**src/rtl/seg_scan_decoder.sv**
```systemverilog
// seg_scan_decoder
// Recovers a 4-digit hexadecimal value from a multiplexed, active-low
// seven-segment display scan. Each digit must be held steady for
// STABLE_CYCLES registered samples before it is captured. A frame is
// published on o_value once all four digits have been captured.
module seg_scan_decoder #(
   parameter int unsigned STABLE_CYCLES = 4
) (
   input  logic        i_clk,
   input  logic        i_rst,
   input  logic [3:0]  i_digitSelect,
   input  logic [6:0]  i_seg,
   output logic [15:0] o_value,
   output logic        o_valid,
   output logic        o_err,
   output logic [3:0]  o_digitMask
);

   localparam int          CNT_W     = 8;
   localparam logic [CNT_W-1:0] CNT_MAX = CNT_W'(STABLE_CYCLES);
   localparam logic [3:0]  SEL_IDLE  = 4'hF;
   localparam logic [6:0]  SEG_IDLE  = 7'h7F;

   // Segment pattern (active-high, gfedcba) to nibble. Bit 4 flags a
   // pattern that is not one of the sixteen hex glyphs.
   function automatic logic [4:0] decode_glyph(input logic [6:0] pat);
      logic [4:0] res;
      case (pat)
         7'h3F:   res = 5'h00;
         7'h06:   res = 5'h01;
         7'h5B:   res = 5'h02;
         7'h4F:   res = 5'h03;
         7'h66:   res = 5'h04;
         7'h6D:   res = 5'h05;
         7'h7D:   res = 5'h06;
         7'h07:   res = 5'h07;
         7'h7F:   res = 5'h08;
         7'h6F:   res = 5'h09;
         7'h77:   res = 5'h0A;
         7'h7C:   res = 5'h0B;
         7'h39:   res = 5'h0C;
         7'h5E:   res = 5'h0D;
         7'h79:   res = 5'h0E;
         7'h71:   res = 5'h0F;
         default: res = 5'h10;
      endcase
      return res;
   endfunction

   // Input sample (S) and the sample before it.
   logic [3:0]       sel_q,      sel_d;
   logic [6:0]       seg_q,      seg_d;
   logic [3:0]       sel_prev_q, sel_prev_d;
   logic [6:0]       seg_prev_q, seg_prev_d;

   // Dwell tracking.
   logic [CNT_W-1:0] cnt_q,      cnt_d;

   // Frame assembly.
   logic [15:0]      shadow_q,   shadow_d;
   logic [3:0]       mask_q,     mask_d;
   logic             ferr_q,     ferr_d;

   // Published outputs.
   logic [15:0]      value_q,    value_d;
   logic             err_q,      err_d;
   logic             valid_q,    valid_d;

   // Derived per-cycle signals.
   logic [3:0]       sel_low;
   logic             sample_valid;
   logic             sample_same;
   logic             capture;
   logic [1:0]       dig_idx;
   logic [4:0]       glyph;
   logic [3:0]       cap_nib;
   logic             cap_bad;
   logic [3:0]       mask_cap;
   logic             ferr_cap;

   assign sel_low      = ~sel_q;
   // Exactly one select line low: non-zero and a power of two.
   assign sample_valid = (sel_low != 4'd0) && ((sel_low & (sel_low - 4'd1)) == 4'd0);
   assign sample_same  = (sel_q == sel_prev_q) && (seg_q == seg_prev_q);

   assign glyph   = decode_glyph(~seg_q);
   assign cap_bad = glyph[4];
   assign cap_nib = glyph[4] ? 4'h0 : glyph[3:0];

   // Pipeline the raw buses so decoding only ever sees registered samples.
   always_comb begin
      sel_d      = i_digitSelect;
      seg_d      = i_seg;
      sel_prev_d = sel_q;
      seg_prev_d = seg_q;
   end

   // Dwell counter: saturating run length of identical valid samples.
   always_comb begin
      cnt_d = cnt_q;
      if (!sample_valid) begin
         cnt_d = '0;
      end else if (sample_same) begin
         cnt_d = (cnt_q == CNT_MAX) ? CNT_MAX : cnt_q + 1'b1;
      end else begin
         cnt_d = CNT_W'(1);
      end
   end

   // Capture fires only on the edge the run first becomes long enough.
   assign capture = sample_valid && (cnt_d == CNT_MAX) && (cnt_q != CNT_MAX);

   // One-hot-low select to digit index; only meaningful when sample_valid.
   always_comb begin
      dig_idx = 2'd0;
      for (int i = 0; i < 4; i++) begin
         if (sel_low[i]) dig_idx = 2'(i);
      end
   end

   // Per-digit shadow nibble update; the latest capture of a digit wins.
   generate
      for (genvar gi = 0; gi < 4; gi++) begin : g_shadow
         assign shadow_d[4*gi +: 4] = (capture && (dig_idx == 2'(gi)))
                                      ? cap_nib : shadow_q[4*gi +: 4];
      end
   endgenerate

   assign mask_cap = mask_q | (4'b0001 << dig_idx);
   assign ferr_cap = ferr_q | cap_bad;

   // Frame bookkeeping and publication of a completed frame.
   always_comb begin
      mask_d  = mask_q;
      ferr_d  = ferr_q;
      value_d = value_q;
      err_d   = err_q;
      valid_d = 1'b0;
      if (capture) begin
         if (mask_cap == 4'hF) begin
            value_d = shadow_d;
            err_d   = ferr_cap;
            valid_d = 1'b1;
            mask_d  = 4'h0;
            ferr_d  = 1'b0;
         end else begin
            mask_d  = mask_cap;
            ferr_d  = ferr_cap;
         end
      end
   end

   // Sample registers; reset to the "nothing selected, all segments off" idle state.
   always_ff @(posedge i_clk or negedge i_rst) begin
      if (!i_rst) begin
         sel_q      <= SEL_IDLE;
         seg_q      <= SEG_IDLE;
         sel_prev_q <= SEL_IDLE;
         seg_prev_q <= SEG_IDLE;
      end else begin
         sel_q      <= sel_d;
         seg_q      <= seg_d;
         sel_prev_q <= sel_prev_d;
         seg_prev_q <= seg_prev_d;
      end
   end

   // Dwell counter register.
   always_ff @(posedge i_clk or negedge i_rst) begin
      if (!i_rst) begin
         cnt_q <= '0;
      end else begin
         cnt_q <= cnt_d;
      end
   end

   // Frame state and output registers; reset discards any partial frame.
   always_ff @(posedge i_clk or negedge i_rst) begin
      if (!i_rst) begin
         shadow_q <= '0;
         mask_q   <= '0;
         ferr_q   <= 1'b0;
         value_q  <= '0;
         err_q    <= 1'b0;
         valid_q  <= 1'b0;
      end else begin
         shadow_q <= shadow_d;
         mask_q   <= mask_d;
         ferr_q   <= ferr_d;
         value_q  <= value_d;
         err_q    <= err_d;
         valid_q  <= valid_d;
      end
   end

   assign o_value     = value_q;
   assign o_err       = err_q;
   assign o_valid     = valid_q;
   assign o_digitMask = mask_q;

endmodule

```
**config.mk**
```make
export PLATFORM = sky130hd
export DESIGN_NAME = seg_scan_decoder
export DESIGN_NICKNAME = d
export VERILOG_FILES = /design/src/rtl/seg_scan_decoder.sv
export SDC_FILE = /design/constraint.sdc
export NUM_CORES = 1
export LEC_CHECK = 0
export BUFFER_PORTS_ARGS = -buffer_cell sky130_fd_sc_hd__buf_2
export CAP_MARGIN = 25
export CORE_MARGIN = 2
export CORE_UTILIZATION = 61
export CTS_BUF_LIST = sky130_fd_sc_hd__clkbuf_2
export DETAILED_ROUTE_END_ITERATION = 10
export MAX_ROUTING_LAYER = met4
export PLACE_DENSITY = 0.81
export SETUP_SLACK_MARGIN = 0.02
export SLEW_MARGIN = 30
export SYNTH_ARGS = -nofsm -noshare
export SYNTH_HDL_FRONTEND = slang
export SYNTH_SLANG_ARGS = --single-unit
```
**constraint.sdc**
```tcl
create_clock -name i_clk -period 2.6 [get_ports i_clk]
set_input_delay 0.39 -clock i_clk [delete_from_list [all_inputs] [get_ports i_clk]]
set_output_delay 0.39 -clock i_clk [all_outputs]
set_load 0.01 [all_outputs]
```
==> results of run 1 <==
## worst reg2reg max path, delay by kind of cell, from the launching register on
| kind | cells | cell delay [ns] |
|---|---|---|
| mux | 1 | 0.39 |
| buf+inv | 1 | 0.23 |
| xor+xnor | 1 | 0.14 |
| simple gates | 3 | 1.00 |
| flops | 1 | 0.65 |
## metrics by stage
step	std cells	utilization
after floorplan	288	-
after global placement	394	0.694
after detailed placement	394	0.694
after CTS	422	0.740
after global routing	428	0.749
final	428	0.749
## cell usage in the layout, fill, tap and decap left out, types with 4 or more instances in the layout
master,count
o21ba_2,4
dlygate4sd3_1,12
xnor2_1,5
nand4_1,5
nand2_1,16
mux2_2,20
buf_2,34
o21ai_0,11
nand3_1,5
dfstp_2,22
nor4b_1,4
nor2_1,25
inv_1,4
nor4_4,7
clkbuf_2,10
buf_4,17
mux2_4,15
nor3_1,5
a32oi_1,4
xor2_1,13
and2_1,4
a21oi_1,8
dfrtp_1,47
## timing repair
item,in CTS,in global routing
hold buffers,12,0
buffers inserted,0,6
resized for setup,0,1
hold endpoints to repair,28,0
endpoints found under the setup margin,0,16
## final cells by class
cell class / instances / area [um^2]
inverters: 4 / 15.0
fillers: 391 / 1390
clock inverters: 6 / 87.6
flip-flops and latches: 69 / 1750
multi-input cells: 202 / 1700
repair buffers: 65 / 458
clock buffers: 10 / 50.0
well taps: 72 / 90.1
## worst max-delay path by stage
stage / from / end / cells past startpoint
2_1_floorplan: cnt_q[0] / o_value[10] / 8
3_3_place_gp: seg_prev_d[1] / shadow_q[6] / 6
3_5_place_dp: seg_prev_d[1] / shadow_q[14] / 6
4_1_cts: seg_prev_d[1] / shadow_q[1] / 6
5_1_grt: cnt_q[0] / shadow_q[12] / 9
6_report: sel_prev_d[3] / shadow_q[10] / 6
## registers in the layout (all words and copies together) (netlist names)
signal and cells:
cnt_q 8, ferr_q 1, o_digitMask 4, o_err 1
o_valid 1, o_value 16, seg_prev_d 7, seg_prev_q 7
sel_prev_d 4, sel_prev_q 4, shadow_q 16
## routing by layer
metal	global-route usage	up-vias	wire length, um
met1	0.333	1307	3300
li1	-	1187	-
met3	0.0831	17	364
met4	0.0932	0	153
met2	0.453	91	4030
met5	-	-	0
## power groups by stage
| stage | registers, mW | clock network [mW] | logic, mW |
|---|---|---|---|
| 2_1_floorplan | 1.14 | 0 | 0.104 |
| 3_3_place_gp | 1.15 | 0 | 0.162 |
| 3_5_place_dp | 1.15 | 0 | 0.168 |
| 4_1_cts | 1.13 | 0.725 | 0.185 |
| 5_1_grt | 1.13 | 0.789 | 0.209 |
| 6_report | 1.13 | 0.716 | 0.190 |
## cell families after synthesis
family / count (synthesis)
DFF: 69
and+or+nand+nor: 97
buffers and inverters: 17
AOI/OAI and AO/OA: 50
muxes: 35
xor gates and xnor gates: 18
adders and majority gates: 2
==> impl_metrics.toml, run 1 <==
[logic_synthesis]
synth_compound_area_frac = 0.109
synth_top_family_by_area = "simple AND/OR/NAND/NOR gates"
synth_fa_ha_area_frac = 0.00708
ys_types = 59
synth_top_area_frac = 0.333
synth_async_sr_flop_share = 1.00
ys_ff_latch = 69
yosys-mux-area-fraction = 0.128
synthFlopType = "dfrtp_1"
synth_area_leaders = "dfrtp_1, dfstp_2, mux2_2"
yosys-top-cells-count = "dfrtp_1, nor2_1, dfstp_2, mux2_2, nand2_1"
synth.largest_area_cell = "dfrtp_1"
synth.avg_cell_area_um2 = 12.3
synth_seq_area_share = 0.497
yosys_warnings = 0
yosys.area_share.xor_xnor = 0.0446
netlist_area_um2 = 3530
synth_simple_gate_area_share = 0.190
synth_edf_count = 0
synth_cells = 288
synth_nets = 303
yosysMostFrequentCell = "dfrtp_1"

[cts]
cts_root_buf = "clkbuf_2"
clockBufferDepth = 2
cts.sinks = 69
cts_tree = "done"
htree_levels = 3
worstSkewPairLatency_ns = 0.53
clkSlewWorstSetupHoldPaths_ns = 0.22
numCtsBuffers = 9

[sta]
maxSlewViolCount = 0
slew_headroom = 0.575
skew_ns = 0.0430
layout_min_cycle_time_ns = 2.52
setup_ws_ns = 0.0846
fin_crit_sh = 0.967
setup_violations = 0
fin_setup_tns_ns = 0
tightestPinTransition_ns = 0.637
rsz0062_at_grt = "true"
fin_hold_ws_ns = 0.386
hold_viol = 0
max_freq_ghz = 0.398

[die]
core.rowCount = 27
core_um2 = 5540
die-width_um = 80.1
io_pins = 35
die_area_um2 = 6420
die_h_um = 80.1
start_util = 0.638

[power]
power.density_nw_per_um2 = 490
p_int_mw = 1.50
irDropWorstVdd_mv = 0.534
power_frac_comb = 0.093
power_mw = 2.04
power.switching_mw = 0.533
p_sw_frac = 0.262
clkPwrFrac = 0.352
seqPwrFrac = 0.555
p_leak_nw = 1.85

[critical_path]
cp_slowest_cell = "dfstp_2"
crit_path_end_kind = "flip-flop"
crit_fanout = 6
critPathKind = "reg -> reg"
cpLargestDelayFamily = "simple AND/OR/NAND/NOR gates"
regToRegEndpoint = "shadow_q[10]"
critPathLaunchType = "flip-flop"
critical_path_buf_inv_count = 1
cp_data_arrival_time_ns = 2.93
cpMostUsedCell = "nor4_4"
worstPathRequired_ns = 3.02
timing.rr.start = "sel_prev_d[3]"
r2r_slack_ns = 0.08
crit_chain = "xor2_1 > nor4_4 > nand4_4 > buf_4 > nor4_4 > mux2_2"
cpPeakStageDelay_ns = 0.65
worstRegToRegCells = 6

[min_path]
hold_class = "in -> async"

[placement]
io_buffers = 34
gp_congestion = 0.921
place_hpwl_mm = 5.18
placed_area_um2 = 3840
dp_worst_setup_slack_ns = 0.0554

[drt]
firstDrtPassIters = 5
drt-total-wl_mm = 7.85
wl_per_cell_um = 18.3
vias_per_cell = 6.08
drt_iter0_drc = 162
remaining_drc_errors = 0
ant_nets = 0
vias = 2602

[grt]
antenna_found_initial = 0
grt_util_all_layers = 0.278
grt_max_degree = 43
gr-total-overflow = 0
grt_pass1_wl_mm = 12.8
grt_pass1_vias = 2533

[final_layout]
layout-drive-gt1-share = 0.424
diodes = 0
nNetsFinal = 366
area_growth_pct = 17.5
design_area_um2 = 4150

[job]
max_cap_viol_count = 0

[outcome]
status = "complete, no violations"
No activity file was read; power rests on OpenSTA's default activity.
==> run 2, diff against run 1 <==
ABC_AREA = 1   (was default)
CTS_CLUSTER_SIZE = 16   (was default)
SETUP_SLACK_MARGIN = default   (was 0.02)
==> run 2 against run 1 <==
Compared with the run above:
- final cell count up 32%
- register-to-register slack better by 0.20 ns
- non-clock buffer count down 14
- critical path depth up 9
- via count up 11%
- die area down 1.2%
==> impl_metrics.toml, run 2 <==
[power]
power_frac_comb = 0.082
clkPwrFrac = 0.354
p_int_mw = 1.49
power.density_nw_per_um2 = 503
p_leak_nw = 2.14
power_mw = 2.01
irDropWorstVdd_mv = 0.334
seqPwrFrac = 0.565
p_sw_frac = 0.258
power.switching_mw = 0.517

[grt]
grt_util_all_layers = 0.267
grt_max_degree = 70
grt_pass1_wl_mm = 12.5
gr-total-overflow = 0
antenna_found_initial = 0
grt_pass1_vias = 2830

[cts]
numCtsBuffers = 9
worstSkewPairLatency_ns = 0.51
clkSlewWorstSetupHoldPaths_ns = 0.19
cts_setup_buffers = 0
cts.sinks = 69
clockBufferDepth = 2
cts_tree = "done"
cts_root_buf = "clkbuf_2"
htree_levels = 3

[logic_synthesis]
synth_top_area_frac = 0.337
synthFlopType = "dfrtp_1"
synth.largest_area_cell = "dfrtp_1"
yosysMostFrequentCell = "nand2_1"
synth_cells = 431
synth_edf_count = 0
netlist_area_um2 = 3490
synth_nets = 446
ys_ff_latch = 69
synth_area_leaders = "dfrtp_1, dfstp_2, nand2_1"
synth_seq_area_share = 0.503
ys_types = 30
synth.avg_cell_area_um2 = 8.09
synth_async_sr_flop_share = 1.00
yosys_warnings = 0
yosys-top-cells-count = "nand2_1, inv_1, dfrtp_1, nand3_1, nor2_1"

[sta]
slew_headroom = 0.437
skew_ns = 0.0260
hold_viol = 0
maxSlewViolCount = 0
layout_min_cycle_time_ns = 2.31
max_freq_ghz = 0.432
fin_crit_sh = 0.890
tightestPinTransition_ns = 0.844
setup_violations = 0
fin_hold_ws_ns = 0.0453
fin_setup_tns_ns = 0
rsz0062_at_grt = "false"

[die]
core.rowCount = 27
die_area_um2 = 6340
io_pins = 35
die_h_um = 79.6
start_util = 0.633
die-width_um = 79.6
core_um2 = 5510

[final_layout]
fillCellCount = 432
design_area_um2 = 3990
final_cell_mix = "nand2_1, inv_1, dfrtp_1"
layout-drive-gt1-share = 0.220
multi_input_area_um2 = 1460
seq_area_um2 = 1750
diodes = 0
nNetsFinal = 501
final_common_cell = "nand2_1"
area_growth_pct = 14.5

[critical_path]
worstPathRequired_ns = 3.07
crit_fanout = 20
critPathLaunchType = "flip-flop"
cp_data_arrival_time_ns = 2.78
critPathKind = "reg -> reg"
crit_path_end_kind = "flip-flop"

[outcome]
status = "complete, no violations"

[placement]
placed_area_um2 = 3740
io_buffers = 34
place_hpwl_mm = 5.06
gp_congestion = 0.889

[job]
max_cap_viol_count = 0

[min_path]
hold_class = "in -> async"

[drt]
wl_per_cell_um = 12.9
vias = 2888
remaining_drc_errors = 0
ant_nets = 0
drt-total-wl_mm = 7.27
drt_iter0_drc = 171
vias_per_cell = 5.13
firstDrtPassIters = 4
run 2: logic make-up (layout without fill, tap and decap cells):
kind of cell / Yosys count / after routing / synth area share
AOI/OAI and AO/OA: 16 / 16 / 0.0262
xor gates and xnor gates: 7 / 7 / 0.0176
buffers and inverters: 67 / 127 / 0.0786
and+or+nand+nor: 270 / 270 / 0.367
DFF: 69 / 69 / 0.503
adders and majority gates: 2 / 2 / 0.00718
run 2: power by group through the flow:
stage               clock, mW  sequential (mW)  combinational (mW)
detailed placement          0             1.15               0.152
CTS                     0.719             1.13               0.165
finish                  0.709             1.13               0.164
global placement            0             1.15               0.148
floorplan                   0             1.14               0.102
global route            0.777             1.14               0.187
run 2: what timing repair did:
action | 4_1_cts | 5_1_grt
hold endpoints to repair | 11 | 0
hold buffers | 11 | 0
gates resized for setup | 0 | 0
run 2: through the flow:
stage / setup slack [ns] / std cells / util
finish: 0.287 / 563 / 0.725
global route: 0.0429 / 563 / 0.725
CTS: 0.334 / 563 / 0.725
detailed placement: 0.365 / 536 / 0.680
global placement: 0.400 / 536 / 0.680
floorplan: 0.642 / 431 / -
run 2: area by class of cell:
type | instances | share of cell area
Sequential cell | 69 | 0.439
Inverter | 60 | 0.0564
Multi-Input combinational cell | 295 | 0.366
Tap cell | 72 | 0.0226
Clock inverter | 6 | 0.0219
Clock buffer | 10 | 0.0125
Timing Repair Buffer | 51 | 0.0815
run 2: routing by layer:
layer / vias up / routed length, um / track usage
met3: 13 / 290 / 0.0622
li1: 1482 / - / -
met2: 57 / 3420 / 0.418
met1: 1336 / 3440 / 0.349
met5: - / 0 / -
met4: 0 / 121 / 0.0862
run 2: worst max-delay path, cell delays in order (launching register included):
cell	delay, ns
dfrtp_1	0.44
inv_1	0.09
ha_1	0.17
nand2_1	0.07
nor2_1	0.10
nand2_1	0.07
nand3_1	0.13
nor2_1	0.07
o21ai_0	0.25
nand2_1	0.10
nor2_2	0.09
buf_4	0.24
nand3_2	0.17
nand2_1	0.12
nand3_1	0.09
nand2_1	0.08
run 2: worst paths after layout:
| kind | from | to | slack, ns | depth (start not counted) |
|---|---|---|---|---|
| hold / removal | i_rst | cnt_q[2] | 0.05 | 2 |
| hold reg to reg | sel_prev_d[0] | sel_prev_q[0] | 0.41 | 0 |
| setup reg to reg | cnt_q[0] | o_value[8] | 0.29 | 15 |
| setup / recovery | cnt_q[0] | o_value[8] | 0.29 | 15 |
| max in group asynchronous | i_rst | o_value[1] | 2.01 | 2 |
| min in group i_clk | sel_prev_d[0] | sel_prev_q[0] | 0.41 | 0 |
